<file path="src/rtl/ieee2fp_5_5_if.sv">
// Stream handshake bundle for ieee2fp_5_5: 11-bit IEEE-style input side, 13-bit FloPoCo output side.
interface ieee2fp_5_5_if;
  logic        in_valid;
  logic        in_ready;
  logic [10:0] in_data;
  logic        out_valid;
  logic        out_ready;
  logic [12:0] out_data;

  modport master (
    output in_valid,
    output in_data,
    input  in_ready,
    input  out_valid,
    input  out_data,
    output out_ready
  );

  modport slave (
    input  in_valid,
    input  in_data,
    output in_ready,
    output out_valid,
    output out_data,
    input  out_ready
  );
endinterface

</file>
<file path="src/rtl/ieee2fp_5_5.sv">
// ieee2fp_5_5: two-stage IEEE-style (1/5/5, bias 15) to FloPoCo converter with sticky NaN flag and flush counter.
// Optional macro SUBNORMAL_NORM_EN: subnormals with fraction[4]=1 are renormalised instead of flushed to zero.
module ieee2fp_5_5 #(
  parameter int ID = 1
) (
  input  logic          clk,
  input  logic          rst_n,
  ieee2fp_5_5_if.slave  bus,
  input  logic          clear_flags,
  output logic          nan_seen,
  output logic [7:0]    flush_cnt
);

  typedef enum logic [2:0] {
    CLS_ZERO   = 3'd0,
    CLS_SUB    = 3'd1,
    CLS_NORMAL = 3'd2,
    CLS_INF    = 3'd3,
    CLS_NAN    = 3'd4
  } cls_e;

  function automatic cls_e classify(input logic [4:0] exp, input logic [4:0] frac);
    cls_e cls;
    if (exp == 5'd31) begin
      cls = (frac != 5'd0) ? CLS_NAN : CLS_INF;
    end else if (exp == 5'd0) begin
      cls = (frac != 5'd0) ? CLS_SUB : CLS_ZERO;
    end else begin
      cls = CLS_NORMAL;
    end
    return cls;
  endfunction

  // A subnormal that ends up with exc=00 is a flush; renormalised ones are not.
  function automatic logic is_flush(input logic [9:0] mag);
    logic flush;
    flush = (mag[9:5] == 5'd0) && (mag[4:0] != 5'd0);
`ifdef SUBNORMAL_NORM_EN
    flush = flush && !mag[4];
`endif
    return flush;
  endfunction

  function automatic logic [12:0] assemble(input logic sign, input cls_e cls,
                                           input logic [4:0] exp, input logic [4:0] frac);
    logic [12:0] res;
    res = 13'd0;
    case (cls)
      CLS_NORMAL: res = {2'b01, sign, exp, frac};
      CLS_INF:    res = {2'b10, sign, 10'd0};
      CLS_NAN:    res = {2'b11, 1'b0, 10'd0};
      CLS_ZERO:   res = {2'b00, sign, 10'd0};
      CLS_SUB: begin
`ifdef SUBNORMAL_NORM_EN
        if (frac[4]) begin
          res = {2'b01, sign, 5'd0, frac[3:0], 1'b0};
        end else begin
          res = {2'b00, sign, 10'd0};
        end
`else
        res = {2'b00, sign, 10'd0};
`endif
      end
      default:    res = 13'd0;
    endcase
    return res;
  endfunction

  logic        s1_valid_r;
  logic        s1_sign_r;
  cls_e        s1_cls_r;
  logic [4:0]  s1_exp_r;
  logic [4:0]  s1_frac_r;
  logic        s2_valid_r;
  logic [12:0] s2_data_r;
  logic        nan_seen_r;
  logic [7:0]  flush_cnt_r;

  logic        s2_adv_s;
  logic        s1_adv_s;
  logic        in_ready_s;
  logic        in_fire_s;
  cls_e        in_cls_s;
  logic        nan_evt_s;
  logic        flush_evt_s;
  logic [12:0] s1_asm_s;

  // Pipeline advance, input acceptance, capture-time events and S2 assembly.
  always_comb begin
    s2_adv_s    = !s2_valid_r || bus.out_ready;
    s1_adv_s    = !s1_valid_r || s2_adv_s;
    in_ready_s  = rst_n && s1_adv_s;
    in_fire_s   = bus.in_valid && in_ready_s;
    in_cls_s    = classify(bus.in_data[9:5], bus.in_data[4:0]);
    nan_evt_s   = in_fire_s && (in_cls_s == CLS_NAN);
    flush_evt_s = in_fire_s && is_flush(bus.in_data[9:0]);
    s1_asm_s    = assemble(s1_sign_r, s1_cls_r, s1_exp_r, s1_frac_r);
  end

  assign bus.in_ready  = in_ready_s;
  assign bus.out_valid = s2_valid_r;
  assign bus.out_data  = s2_data_r;
  assign nan_seen      = nan_seen_r;
  assign flush_cnt     = flush_cnt_r;

  // Stage 1: sign, class and raw fields of the accepted input.
  always_ff @(posedge clk or negedge rst_n) begin
    if (!rst_n) begin
      s1_valid_r <= 1'b0;
      s1_sign_r  <= 1'b0;
      s1_cls_r   <= CLS_ZERO;
      s1_exp_r   <= 5'd0;
      s1_frac_r  <= 5'd0;
    end else if (s1_adv_s) begin
      s1_valid_r <= bus.in_valid;
      if (bus.in_valid) begin
        s1_sign_r <= bus.in_data[10];
        s1_cls_r  <= in_cls_s;
        s1_exp_r  <= bus.in_data[9:5];
        s1_frac_r <= bus.in_data[4:0];
      end
    end
  end

  // Stage 2: assembled FloPoCo word; holds while the consumer stalls.
  always_ff @(posedge clk or negedge rst_n) begin
    if (!rst_n) begin
      s2_valid_r <= 1'b0;
      s2_data_r  <= 13'd0;
    end else if (s2_adv_s) begin
      s2_valid_r <= s1_valid_r;
      if (s1_valid_r) begin
        s2_data_r <= s1_asm_s;
      end
    end
  end

  // Sticky NaN flag and saturating flush counter; clear wins over a coincident event.
  always_ff @(posedge clk or negedge rst_n) begin
    if (!rst_n) begin
      nan_seen_r  <= 1'b0;
      flush_cnt_r <= 8'd0;
    end else if (clear_flags) begin
      nan_seen_r  <= 1'b0;
      flush_cnt_r <= 8'd0;
    end else begin
      if (nan_evt_s) begin
        nan_seen_r <= 1'b1;
      end
      if (flush_evt_s && (flush_cnt_r != 8'hFF)) begin
        flush_cnt_r <= flush_cnt_r + 8'd1;
      end
    end
  end

  if (ID >= 0) begin : g_chk
    ieee2fp_5_5_chk u_chk (
      .clk         (clk),
      .rst_n       (rst_n),
      .in_ready    (in_ready_s),
      .out_valid   (s2_valid_r),
      .out_ready   (bus.out_ready),
      .out_data    (s2_data_r),
      .s1_valid    (s1_valid_r),
      .clear_flags (clear_flags),
      .nan_seen    (nan_seen_r),
      .flush_cnt   (flush_cnt_r)
    );
  end

endmodule

// Protocol and flag invariants of ieee2fp_5_5.
module ieee2fp_5_5_chk (
  input logic        clk,
  input logic        rst_n,
  input logic        in_ready,
  input logic        out_valid,
  input logic        out_ready,
  input logic [12:0] out_data,
  input logic        s1_valid,
  input logic        clear_flags,
  input logic        nan_seen,
  input logic [7:0]  flush_cnt
);

  a_out_hold: assert property (@(posedge clk) disable iff (!rst_n)
    (out_valid && !out_ready) |=> (out_valid && $stable(out_data)));

  a_ready_only_when_full: assert property (@(posedge clk) disable iff (!rst_n)
    !in_ready |-> (s1_valid && out_valid && !out_ready));

  a_nan_sticky: assert property (@(posedge clk) disable iff (!rst_n)
    (nan_seen && !clear_flags) |=> nan_seen);

  a_cnt_saturates: assert property (@(posedge clk) disable iff (!rst_n)
    ((flush_cnt == 8'hFF) && !clear_flags) |=> (flush_cnt == 8'hFF));

endmodule

</file>
<file path="src/flat_wrapper.sv">
// flat-port wrapper written by rule: the top's interface ports become plain ports
module ieee2fp_5_5_flat 
#(
  parameter int ID = 1
)
  (clk, rst_n, clear_flags, nan_seen, flush_cnt, bus_in_valid, bus_in_data, bus_in_ready, bus_out_valid, bus_out_data, bus_out_ready);
  ieee2fp_5_5_if bus_i ();
  input  logic clk;
  input  logic rst_n;
  input  logic clear_flags;
  output logic nan_seen;
  output logic [7:0] flush_cnt;
  input wire logic [$bits(bus_i.in_valid)-1:0] bus_in_valid;
  input wire logic [$bits(bus_i.in_data)-1:0] bus_in_data;
  output wire logic [$bits(bus_i.in_ready)-1:0] bus_in_ready;
  output wire logic [$bits(bus_i.out_valid)-1:0] bus_out_valid;
  output wire logic [$bits(bus_i.out_data)-1:0] bus_out_data;
  input wire logic [$bits(bus_i.out_ready)-1:0] bus_out_ready;
  assign bus_i.in_valid = bus_in_valid;
  assign bus_i.in_data = bus_in_data;
  assign bus_in_ready = bus_i.in_ready;
  assign bus_out_valid = bus_i.out_valid;
  assign bus_out_data = bus_i.out_data;
  assign bus_i.out_ready = bus_out_ready;
  ieee2fp_5_5 #(.ID(ID)) u_core (.clk(clk), .rst_n(rst_n), .bus(bus_i), .clear_flags(clear_flags), .nan_seen(nan_seen), .flush_cnt(flush_cnt));
endmodule
</file>
<file path="config.mk">
export PLATFORM = sky130hd
export DESIGN_NAME = ieee2fp_5_5_flat
export DESIGN_NICKNAME = d
export VERILOG_FILES = /design/src/rtl/ieee2fp_5_5_if.sv /design/src/rtl/ieee2fp_5_5.sv /design/src/flat_wrapper.sv
export SDC_FILE = /design/constraint.sdc
export NUM_CORES = 1
export LEC_CHECK = 0
export CAP_MARGIN = 5
export CORE_MARGIN = 3
export CORE_UTILIZATION = 43
export DETAILED_ROUTE_END_ITERATION = 10
export PLACE_DENSITY_LB_ADDON = 0.25
export SYNTH_ARGS = -nofsm -noshare
export SYNTH_HDL_FRONTEND = slang
export SYNTH_SLANG_ARGS = --single-unit
</file>
<file path="constraint.sdc">
create_clock -name clk -period 1.7 [get_ports clk]
set_input_delay 0.17 -clock clk [delete_from_list [all_inputs] [get_ports clk]]
set_output_delay 0.17 -clock clk [all_outputs]
set_load 0.03 [all_outputs]
</file>
==> Flow_metrics.wiki <==
{| class="wikitable"
! Metric !! Value
|-
| Status || completed
|-
| Net switching power || 0.000629 W
|-
| Reg-to-reg setup timing slack || 80 ps
|-
| Half-perimeter wire length of the detailed placement result || 2.74 mm
|-
| VDD IR-drop max || 0.000405 V
|-
| H-tree levels || 2
|-
| Initial antenna violation count || 0
|-
| Critical path endpoint category || primary output
|-
| Worst min path class || in -> reg
|-
| Clk buf depth || 2
|-
| Required arrival time at the worst endpoint || 1530 ps
|-
| Largest stage delay, worst path || 660 ps
|-
| Net total in the final layout || 225
|-
| Detailed-route wire length per cell || 15.3 um
|-
| Arrival time of the worst setup path || 1490 ps
|-
| Area of the die || 4570 um2
|-
| Slew at the pin closest to its max-slew limit || 397 ps
|-
| Area added between synthesis and finish || 46.8%
|-
| Slew HR || 73.4%
|-
| Setup-failing EPs final || 0
|-
| Cell depth of the worst hold path || 3
|-
| IO Port Bufs || 39
|-
| Total Routing Usage GR || 18.4%
|-
| Int Power || 0.00156 W
|-
| Count of state elements after synthesis || 38
|-
| Largest net degree at the start of global routing || 40
|-
| Kind of critical path || reg -> out
|-
| Clock insertion delay at the later pin of the skew report || 290 ps
|-
| Syn nets || 157
|-
| Overall via count from detail_route || 1312
|-
| CP Buf/Inv Count || 2
|-
| Sequential fraction of design power || 49.3%
|-
| Die height || 67.6 um
|-
| Layout cells sized above 1 || 28.4%
|-
| Starting utilization of the core area || 46.7%
|-
| Die boundary width || 67.6 um
|-
| Average instance area after synthesis || 11.6 um2
|-
| Gate Count Post-Synth || 140
|-
| Netlist cell types || 31
|-
| # Max-Cap Violations || 0
|-
| WL final || 3.89 mm
|-
| Instance count after placement with tap cells included || 239
|-
| Leakage || 1.03 nW
|-
| Clock tree from TritonCTS || built
|-
| Startpoint of the worst hold path || bus_in_data[8]
|-
| Crit Path Max Fanout || 4
|-
| Cell with the biggest individual delay on the critical path || sky130_fd_sc_hd__clkdlybuf4s50_1
|-
| Fin. max-slew vios || 0
|-
| Number of warnings reported in the yosys synthesis log || 0
|-
| Starting DRC count in detailed routing || 65
|-
| Buffer type at the clock tree root || sky130_fd_sc_hd__clkbuf_8
|-
| Switching share of total power || 28.8%
|-
| Endpoint of the worst hold path || u_core.s1_exp_r[3]
|-
| Period Utilization, post-route || 97.4%
|-
| Critical Path Start Type || register
|-
| Via/cell ratio || 5.17
|-
| DRC violations left || 0
|-
| Core outline area || 3490 um2
|-
| Vias in the first global route || 1371
|-
| Critical path depth in cells || 2
|-
| Synthesized cell area || 1630 um2
|-
| Maximum clock frequency || 604 MHz
|-
| Filler instances || 289
|-
| Detailed-routing iteration count for the pre-antenna-repair pass || 4
|-
| End-of-flow core utilization || 68.5%
|-
| Final global-route overflow total || 0
|-
| Cell breakdown of the critical path || buf_4 > clkdlybuf4s50_1
|-
| Clock Sinks || 38
|-
| Clock power share || 26.3%
|-
| Final weighted congestion in routability-driven placement || 0.856
|-
| Non-filler cells, final || 254
|-
| Num ports || 40
|-
| Dominant delay contributor by cell family on the critical path || buffers and inverters
|-
| Count of nets left with antenna violations after detail routing || 0
|-
| Part of the Yosys area used for sequential elements || 58.3%
|-
| Clock slew seen by the registers of the worst setup and hold paths || 70 ps
|-
| Cts bufs inserted || 5
|-
| # rows || 21
|-
| Worst r2r src || u_core.flush_cnt[0]
|-
| Final hold violations || 0
|-
| Antenna diodes || 0
|-
| Length in cells of the worst reg-to-reg path || 8
|-
| Wire length of the first global-routing pass || 6.20 mm
|-
| Reg-to-Reg End || u_core.flush_cnt[0]
|-
| Comb power frac || 24.4%
|-
| Power density cells || 913 nW/um2
|-
| Final critical delay including setup and external delays || 1660 ps
|-
| Final worst clock skew || 3.27 ps
|}
layer usage:
metal  vias up  global-route usage, %  wire length (um)
met3         9                   3.99               133
met2        28                   31.0              1940
met5         -                      0                 0
li1        633                      -                 -
met1       642                   22.3              1730
met4         0                   8.61                91
worst max path at each step:
stage | start | to | slack [ps]
after detailed placement | bus_in_data[6] | u_core.flush_cnt[4] | -480
after global routing | u_core.flush_cnt[0] | u_core.flush_cnt[0] | -3
after floorplan | u_core.bus.out_valid | u_core.flush_cnt[6] | 5
final | u_core.flush_cnt[4] | flush_cnt[4] | 40
after global placement | bus_in_data[5] | u_core.flush_cnt[2] | -420
after CTS | u_core.flush_cnt[4] | u_core.flush_cnt[0] | -5
cells by family after synthesis:
kind of cell | synth area share (%)
multiplexers | 8.90
adder cells (fa/ha/maj) | 0.767
XOR/XNOR | 1.07
flip-flops | 58.3
AO/OA/AOI/OAI | 12.0
buffers and inverters | 2.07
AND/OR/NAND/NOR | 16.9
state kept, by name, indices dropped and copies added, names as in the netlist:
| name | cells |
|---|---|
| u_core.nan_seen | 1 |
| u_core.s1_valid_r | 1 |
| u_core.s1_exp_r | 5 |
| u_core.flush_cnt | 8 |
| u_core.bus.out_data | 13 |
| u_core.bus.out_valid | 1 |
| u_core.s1_frac_r | 5 |
| u_core.s1_sign_r | 1 |
| u_core.s1_cls_r | 3 |
Yosys cell counts (all sizes together):
master / number / share of area (%)
nand3b: 1 / 0.46
o31ai: 3 / 1.4
nand2b: 4 / 1.5
nand2: 16 / 3.7
ha: 1 / 0.77
nor2: 8 / 2.3
or4: 1 / 0.69
buf: 2 / 0.92
or2: 1 / 0.38
and2: 2 / 0.77
nor3: 2 / 0.61
o21ai: 8 / 2.5
xor2: 1 / 0.54
and4: 1 / 0.54
nor4b: 1 / 0.92
xnor2: 1 / 0.54
or3: 6 / 2.5
nand4: 3 / 1.5
and3: 1 / 0.38
dfrtp: 38 / 58
inv: 2 / 0.46
mux2: 12 / 8.3
clkbuf: 3 / 0.69
a22o: 10 / 5.4
a21oi: 9 / 2.8
nand3: 2 / 0.61
mux2i: 1 / 0.61
timing repair:
item                                    CTS  global route
buffers inserted                          1             4
pin swaps                                 4             3
gates resized for setup                   9             5
hold endpoints to repair                 38             8
endpoints found under the setup margin    6             8
stage by stage:
| stage | hold slack (ps) | worst slack [ps] | cell area (um2) | setup TNS (ps) | total power (W) |
|---|---|---|---|---|---|
| global placement | 280 | -417 | 2190 | -2640 | 0.00161 |
| floorplan | -126 | 4.78 | 1640 | 0 | 0.00136 |
| CTS | -29.9 | -4.63 | 2300 | -4.63 | 0.00219 |
| global route | 307 | -3.13 | 2390 | -3.13 | 0.00229 |
| finish | 285 | 44.7 | 2390 | 0 | 0.00218 |
| detailed placement | 276 | -484 | 2190 | -3260 | 0.00162 |
cells in the final DEF, fill, tap and decap left out, drive strengths merged:
master,count
o21ai,8
or4,1
and3,1
o31ai,3
and2,2
nand4,3
mux2i,1
ha,1
or3,6
nor2,8
a22o,10
dlygate4sd2,3
xnor2,1
dlygate4sd3,2
xor2,1
clkbuf,7
dlymetal6s2s,1
inv,2
buf,27
or2,1
dfrtp,38
nor3,2
mux2,12
nand3b,1
nor4b,1
nand2,16
nand3,2
and4,1
clkdlybuf4s50,33
a21oi,9
nand2b,4
power by group through the flow:
| stage | combinational, W | clock (W) | sequential (W) |
|---|---|---|---|
| 6_report | 0.000534 | 0.000574 | 0.00108 |
| 5_1_grt | 0.000574 | 0.000622 | 0.00109 |
| 4_1_cts | 0.000530 | 0.000584 | 0.00108 |
| 3_5_place_dp | 0.000528 | 0 | 0.00110 |
| 3_3_place_gp | 0.000520 | 0 | 0.00109 |
| 2_1_floorplan | 0.000153 | 0 | 0.00121 |
layout make-up:
cell class,count,area [um2],area share [%]
clock buffer,7,76.3,3.19
inverter,2,7.51,0.314
multi-input combinational,95,693,29.0
sequential,38,953,39.8
tap,46,57.6,2.40
timing repair buffer,66,606,25.3
tightest hold or removal path, cell delays in order:
cell and delay (ps):
sky130_fd_sc_hd__dlymetal6s2s_1 120, sky130_fd_sc_hd__buf_4 120, sky130_fd_sc_hd__mux2_2 130
Power figures use the tool's default switching activity.
